File: src/rtl/crc_hash_stage.sv
// crc_hash_stage: two-stage ready/valid pipelined hasher for a Bloom-filter
// bit array. Stage 1 registers the input string; HASHES_CNT CRC lanes hash
// it combinationally (each lane starts from its own initial value); stage 2
// registers the hashes together with the string that produced them.
//
// Ports:
//   clk_i, rst_n_i            clock, asynchronous active-low reset
//   data_i / valid_i / ready_o input string handshake (byte k = [k*BYTE_W +: BYTE_W])
//   hashes_o                  hash n = [n*HASH_W +: HASH_W]
//   data_o                    string that produced hashes_o
//   hashes_data_valid_o / hashes_data_ready_i  output handshake

// Bit-serial CRC over the whole string, unrolled into combinational logic.
// Bytes are consumed from index STR_SIZE-1 down to 0, each MSB first, which
// is simply the flat data word from its MSB to its LSB.
module crc_hash_lane #(
  parameter int          BYTE_W   = 8,
  parameter int          STR_SIZE = 6,
  parameter int          HASH_W   = 13,
  parameter logic [31:0] POLY     = 32'h1CF5,
  parameter logic [31:0] INIT     = 32'h0
) (
  input  logic [STR_SIZE*BYTE_W-1:0] i_data,
  output logic [HASH_W-1:0]          o_hash
);
  localparam logic [HASH_W-1:0] P  = POLY[HASH_W-1:0];
  localparam logic [HASH_W-1:0] C0 = INIT[HASH_W-1:0];

  logic [HASH_W-1:0] w_c;
  logic              w_fb;

  always_comb begin
    w_c  = C0;
    w_fb = 1'b0;
    for (int k = STR_SIZE - 1; k >= 0; k--) begin
      for (int b = BYTE_W - 1; b >= 0; b--) begin
        w_fb = w_c[HASH_W-1] ^ i_data[k*BYTE_W + b];
        w_c  = w_c << 1;
        if (w_fb) w_c = w_c ^ P;
      end
    end
  end

  assign o_hash = w_c;
endmodule

module crc_hash_stage #(
  parameter int          BYTE_W     = 8,
  parameter int          STR_SIZE   = 6,
  parameter int          HASHES_CNT = 12,
  parameter int          HASH_W     = 13,
  parameter logic [31:0] POLY       = 32'h1CF5,
  parameter logic [31:0] INIT_SEED  = 32'h0,
  parameter logic [31:0] INIT_STEP  = 32'h0A5
) (
  input  logic                         clk_i,
  input  logic                         rst_n_i,
  input  logic [STR_SIZE*BYTE_W-1:0]   data_i,
  input  logic                         valid_i,
  output logic                         ready_o,
  output logic [HASHES_CNT*HASH_W-1:0] hashes_o,
  output logic [STR_SIZE*BYTE_W-1:0]   data_o,
  output logic                         hashes_data_valid_o,
  input  logic                         hashes_data_ready_i
);
  localparam int DW = STR_SIZE * BYTE_W;

  if (HASH_W > 32 || HASH_W < 1 || HASHES_CNT > 16 || HASHES_CNT < 1) begin : g_bad_params
    $fatal(1, "crc_hash_stage: HASH_W must be 1..32 and HASHES_CNT 1..16");
  end

  logic                                 r_v1, r_v2;
  logic [DW-1:0]                        r_d1, r_d2;
  logic [HASHES_CNT-1:0][HASH_W-1:0]    r_h2;
  logic [HASHES_CNT-1:0][HASH_W-1:0]    w_hashes;
  logic                                 w_r1;

  // Each stage accepts when empty or when its contents leave this cycle,
  // so a full pipe with downstream ready still streams one string per clock.
  assign w_r1    = !r_v2 || hashes_data_ready_i;
  assign ready_o = !r_v1 || w_r1;

  for (genvar n = 0; n < HASHES_CNT; n++) begin : g_lane
    localparam logic [31:0] LANE_INIT = INIT_SEED ^ (32'(n) * INIT_STEP);
    crc_hash_lane #(
      .BYTE_W  (BYTE_W),
      .STR_SIZE(STR_SIZE),
      .HASH_W  (HASH_W),
      .POLY    (POLY),
      .INIT    (LANE_INIT)
    ) u_lane (
      .i_data(r_d1),
      .o_hash(w_hashes[n])
    );
  end

  always_ff @(posedge clk_i or negedge rst_n_i) begin
    if (!rst_n_i) begin
      r_v1 <= 1'b0;
      r_d1 <= '0;
    end else if (ready_o) begin
      r_v1 <= valid_i;
      if (valid_i) r_d1 <= data_i;
    end
  end

  always_ff @(posedge clk_i or negedge rst_n_i) begin
    if (!rst_n_i) begin
      r_v2 <= 1'b0;
      r_d2 <= '0;
      r_h2 <= '0;
    end else if (w_r1) begin
      r_v2 <= r_v1;
      if (r_v1) begin
        r_d2 <= r_d1;
        r_h2 <= w_hashes;
      end
    end
  end

  assign data_o              = r_d2;
  assign hashes_o            = r_h2;
  assign hashes_data_valid_o = r_v2;
endmodule

File: config.mk
export PLATFORM = sky130hd
export DESIGN_NAME = crc_hash_stage
export DESIGN_NICKNAME = d
export VERILOG_FILES = /design/src/rtl/crc_hash_stage.sv
export SDC_FILE = /design/constraint.sdc
export NUM_CORES = 1
export LEC_CHECK = 0
export ABC_AREA = 1
export CAP_MARGIN = 20
export CORE_ASPECT_RATIO = 0.7
export CORE_UTILIZATION = 45
export CTS_BUF_LIST = sky130_fd_sc_hd__clkbuf_4 sky130_fd_sc_hd__clkbuf_8
export DETAILED_ROUTE_END_ITERATION = 12
export PLACE_DENSITY = 0.69
export SETUP_SLACK_MARGIN = 0.4
export SYNTH_ARGS = -nofsm -noshare
export SYNTH_HDL_FRONTEND = slang
export SYNTH_SLANG_ARGS = --single-unit
File: constraint.sdc
create_clock -name clk_i -period 9.4 [get_ports clk_i]
set_input_delay 1.88 -clock clk_i [delete_from_list [all_inputs] [get_ports clk_i]]
set_output_delay 1.88 -clock clk_i [all_outputs]
set_load 0.01 [all_outputs]
# After elaboration in Yosys (flattened, before gate mapping)
# Index checks and enable logic that the tools add are counted.
# word_totals
rom_bits,0
word_cells,1726
reg_bits,254
out_inout_bits,206
ramBits,0
input_bits,52
latch_bits,0
n_memories,0
# classes
bitwise_logic,1128
n_eq_ne,0
n_addsub,0
mul,0
div_mod_pow,0
reduce_logical,6
muxes,576
n_lt_le_gt_ge,0
shift,0
# op_table
cell,n
13-bit 2-to-1 mux,576
9-bit inverter,564
1-bit bitwise XOR,564
2-bit AND reduction,2
1-bit zero test,2
1-bit logical OR,2

# Depth between registers and ports, before layout
# logic_depth
word_depth,95
mapped_depth,62

# Hierarchy
# A second synthesis with hierarchy kept.
# hier_totals
cells_unflattened,11388
area_unflattened_um2,68227.9
# by_module_without_submodules
mod,cells_per_inst,instances,area_per_inst_um2
crc_hash_stage,1099,1,9943.3
crc_hash_lane (g_lane[10].u_lane),948,1,5806.8
crc_hash_lane (g_lane[7].u_lane),868,1,5066.1
crc_hash_lane (g_lane[1].u_lane),873,1,5026.1
crc_hash_lane (g_lane[3].u_lane),963,1,4982.3
crc_hash_lane (g_lane[2].u_lane),906,1,4981.0
crc_hash_lane (g_lane[0].u_lane),812,1,4903.5
crc_hash_lane (g_lane[6].u_lane),863,1,4853.4
crc_hash_lane (g_lane[9].u_lane),829,1,4792.1
crc_hash_lane (g_lane[5].u_lane),861,1,4698.3
crc_hash_lane (g_lane[11].u_lane),842,1,4579.4
crc_hash_lane (g_lane[4].u_lane),783,1,4436.8
crc_hash_lane (g_lane[8].u_lane),741,1,4159.0

# Worst setup path after synthesis
# No wires, ideal clock.
# synth_path
path_type,reg-to-reg
from,register r_d1[42]
to,"register r_h2, in the netlist hashes_o[101]"
slack_ns,4.245
arrival_ns,5.032
stages_incl_launch_ff,45
path_cell_list,dfrtp_1 -> buf_4 -> inv_4 -> nand2_1 -> nand2_1 -> nand2_2 -> nand2_2 -> nand2_1 -> nand2_1 -> nand2_1 -> nand2_4 -> inv_2 -> nand2_2 -> nand2_1 -> nand2_2 -> nand2_2 -> nand2_1 -> nand3_1 -> [9 not listed] -> nand2_2 -> nand2_1 -> nand2_1 -> nand2_1 -> nand2_1 -> nand2_1 -> nand2_1 -> nand2_1 -> nand2_2 -> xor2_2 -> xor2_2 -> xnor2_1 -> inv_2 -> nand2_1 -> nand2_2 -> or2_1 -> nand3_2 -> nand2_1
# synth_via
elab_chain_cells,86
elab_cells_between_ends,128
cone_classes,mux: 43; bitwise: 85
# synth_lines
element,line_no,source
"start, declared",73,"logic [DW-1:0] r_d1, r_d2;"
"start signal, assigned",103,if (valid_i) r_d1 <= data_i;
1-bit bitwise XOR (*),37,w_fb = w_c[HASH_W-1] ^ i_data[k*BYTE_W + b];
13-bit 2-to-1 mux (*),39,if (w_fb) w_c = w_c ^ P;
1-bit bitwise XOR / 9-bit inverter (equally long branches),n/a,
13-bit 2-to-1 mux (*),39,
1-bit bitwise XOR / 9-bit inverter (equally long branches),n/a,
13-bit 2-to-1 mux (*),39,
1-bit bitwise XOR / 9-bit inverter (equally long branches),n/a,
13-bit 2-to-1 mux (*),39,
[70 not listed],n/a,
1-bit bitwise XOR / 9-bit inverter (equally long branches),n/a,
13-bit 2-to-1 mux (*),39,
1-bit bitwise XOR / 9-bit inverter (equally long branches),n/a,
13-bit 2-to-1 mux (*),39,
1-bit bitwise XOR / 9-bit inverter (equally long branches),n/a,
13-bit 2-to-1 mux (*),39,
1-bit bitwise XOR,37,
13-bit 2-to-1 mux (*),39,
"end signal, assigned",116,r_h2 <= w_hashes;
"end, declared",74,logic [HASHES_CNT-1:0][HASH_W-1:0] r_h2;
# Mark *: on every way between the ends. The rest lies on a longest branch, timed or not.
# A chain may end at the register's enable or synchronous reset.

# Worst setup path after layout
# layout_path
from,register r_d1[39]
to,"register r_h2, in the netlist hashes_o[146]"
# layout_via
elab_chain_cells,79
elab_cells_between_ends,117
cone_classes,mux: 40; bitwise: 77
# layout_lines
element,line_no
1-bit bitwise XOR (*),37
13-bit 2-to-1 mux (*),39
1-bit bitwise XOR / 9-bit inverter (equally long branches),n/a
13-bit 2-to-1 mux (*),39
1-bit bitwise XOR / 9-bit inverter (equally long branches),n/a
13-bit 2-to-1 mux (*),39
1-bit bitwise XOR / 9-bit inverter (equally long branches),n/a
13-bit 2-to-1 mux (*),39
[62 not listed],n/a
1-bit bitwise XOR / 9-bit inverter (equally long branches),n/a
13-bit 2-to-1 mux (*),39
1-bit bitwise XOR / 9-bit inverter (equally long branches),n/a
13-bit 2-to-1 mux (*),39
1-bit bitwise XOR / 9-bit inverter (equally long branches),n/a
13-bit 2-to-1 mux (*),39
1-bit bitwise XOR,37
13-bit 2-to-1 mux (*) (2 in a row),39
# Marks and branches as above.

==> results.toml <==
[worst_setup_path]
end_kind = "register"
worstRegToRegCells = 38
worst-path-buf-inv = 3
worst_ep_required_time_ps = 9830
rr_endpoint = "hashes_o[146]$_DFFE_PN0P_"
cp.arrival_ps = 7720
reg2reg_from = "r_d1[39]$_DFFE_PN0P_"
crit_path_max_fanout = 6
crit_path_start = "r_d1[39]$_DFFE_PN0P_"
crit_path_frequent_cell = "nand2_1"
critPathMaxStageDelay_ps = 560
crit_slowest_cell = "xor2_2"
path_delay_family = "simple AND/OR/NAND/NOR gates"
critical_path_class = "reg -> reg"
rrSetupSlack_ps = 2110
crit_path_start_kind = "register"

[clock_tree]
cts_tree = "yes"
cts_setup_buffers = 0
clockBufferDepth = 3
cts_hold_buf = 0
ctsResizeCount = 0
clock_latency_ps = 580
clk_pin_slew_ps = 70
root_buffer = "clkbuf_8"
cts_buffers = 41
cts_sinks = 254
h-tree-depth = 2

[sta]
min_period_over_period_pct = 77.5
fin_skew_ps = 36.2
max-slew-margin-rel_pct = 30.4
period_needed_ps = 7290
fmax_mhz = 137
worst_slack_ps = 2110
setup_violations = 0
hold_violations = 0
rsz0062_at_grt = "false"
worst_slew_pin_slew_ps = 1040
fin_tns_setup_ps = 0
drv_slew = 0
whs_ps = 477

[placed_design]
pre_cts_ws_ps = 2390
dpl.hpwl_um = 35500
port_buffers = 257
routabilityCongestion = 0.936
post_dp_cell_area_mm2 = 0.0182

[worst_hold_path]
worstHoldPathCells = 2
hp-class = "reg -> reg"
min_to = "hashes_o[155]$_DFFE_PN0P_"
hold_start = "hashes_o[155]$_DFFE_PN0P_"

[routing]
avgViaCountPerCell = 5.14
firstDrtPassIters = 6
totalWireLength_um = 46500
num_vias = 14400
drc_errors = 0
ant_nets = 0
drtIter0Drc = 1471
wl_per_cell_um = 16.5

[logic_synthesis]
synth_top_cell_area_share_pct = 41.7
synth_warnings = 0
synthArstFlopShare_pct = 100
ys_seq_area_share_pct = 41.7
syn_area_per_cell_um2 = 7.25
ys_types = 35
synth-edff-count = 0
synth_top_area_cell = "dfrtp_1"
ys.flop_type = "dfrtp_1"
synth.area.top_cells = "dfrtp_1 42%, nand2_1 22%, nand3_1 8.2%"
syn-instance-count = 2103
synth-seq-cells = 254
netlist_area_mm2 = 0.0152
synth_nets = 2155

[floorplan]
rows = 55
fp.dieW_um = 222
io_pins = 258
start_util_pct = 46.4
placeableCoreArea_mm2 = 0.0328
die_h_um = 156
die_area_mm2 = 0.0346

[global_route]
grt_pass1_vias = 13400
grt_first_pass_wirelength_um = 73400
grt_antenna_before_repair = 0
grt_max_degree = 169
track_usage_pct = 26.9
gr-total-overflow = 0

[run_status]
status = "complete, no violations"

[run]
maxCapViolations = 0

[layout]
area_growth_pct = 25.0
final_layout_size_suffix_gt1_share_pct = 8.89
final_nets = 2406
finalInstanceArea_mm2 = 0.0191
num_antenna_cells = 0
-- Yosys cell counts (2+ instances only) --
cell / count
xor2_1: 114
nand3b_1: 11
nand4_1: 4
dfrtp_1: 254
clkbuf_1: 48
inv_1: 161
nand2_4: 11
xnor3_1: 2
or2_1: 7
buf_2: 4
nor2_1: 69
nand2_2: 62
a21oi_1: 54
xor2_2: 10
nand3_2: 12
o21ai_0: 53
xor2_4: 2
inv_2: 20
xnor2_1: 51
nand3_1: 249
nand2_1: 881
or2_2: 11
-- area by class of cell --
cell class	count	area [um^2]
Clock buffer	66	790
Multi-Input combinational cell	1613	8000
Sequential cell	254	6360
Inverter	183	689
Fill cell	3053	13800
Timing Repair Buffer	261	2620
Tap cell	427	534
Clock inverter	7	60.1
-- worst min-delay path, cell delays in order (launching register included) --
cell and delay, ps:
dfrtp_1 340, nand2_1 50, nand2_1 50
-- cells in the final DEF (no fill, tap or decap), drive strengths merged, types with 11 or more instances in the layout --
master / count
nand2: 954
xnor2: 52
or2: 18
o21ai: 54
a21oi: 54
nand3: 261
nand3b: 11
nor2: 71
clkbuf: 66
dfrtp: 254
xor2: 126
inv: 184
clkdlybuf4s50: 256
-- stage by stage --
step | utilization [%] | instances
after floorplan | - | 2103
after global placement | 55.4 | 2738
after detailed placement | 55.4 | 2738
after CTS | 58.0 | 2811
after global routing | 58.0 | 2811
final | 58.0 | 2811
-- kinds of logic (layout without fill, tap and decap cells) --
logic type | count (synthesis) | count (layout) | synth area share (%)
buffers and inverters | 236 | 517 | 5.89
XOR/XNOR | 180 | 180 | 11.3
AND/OR/NAND/NOR | 1322 | 1322 | 37.4
AO/OA/AOI/OAI | 111 | 111 | 3.69
flip-flops | 254 | 254 | 41.7
-- sequential cells by signal, indices dropped and copies added, names as in the netlist --
| register | flops |
|---|---|
| r_v1 | 1 |
| hashes_data_valid_o | 1 |
| r_d1 | 48 |
| hashes_o | 156 |
| data_o | 48 |
-- worst max-delay path by stage --
stage | end | slack, ps | cells after the start
after floorplan | hashes_o[101]$_DFFE_PN0P_ | 4240 | 44
after global placement | hashes_o[107]$_DFFE_PN0P_ | 2480 | 38
after detailed placement | hashes_o[120]$_DFFE_PN0P_ | 2390 | 40
after CTS | hashes_o[147]$_DFFE_PN0P_ | 2310 | 42
after global routing | hashes_o[17]$_DFFE_PN0P_ | 1470 | 42
final | hashes_o[146]$_DFFE_PN0P_ | 2110 | 38
-- per-layer routing --
layer / part of all wire [%] / up-vias / global-route usage, %
li1: - / 7051 / -
met1: 51 / 6803 / 42.6
met2: 40 / 529 / 37.0
met3: 8.0 / 55 / 4.99
met4: 1.8 / 0 / 6.12
met5: 0 / - / 0
Power is not shown: default switching activity piles up to over one toggle a cycle in this logic, so the estimate is an artifact.
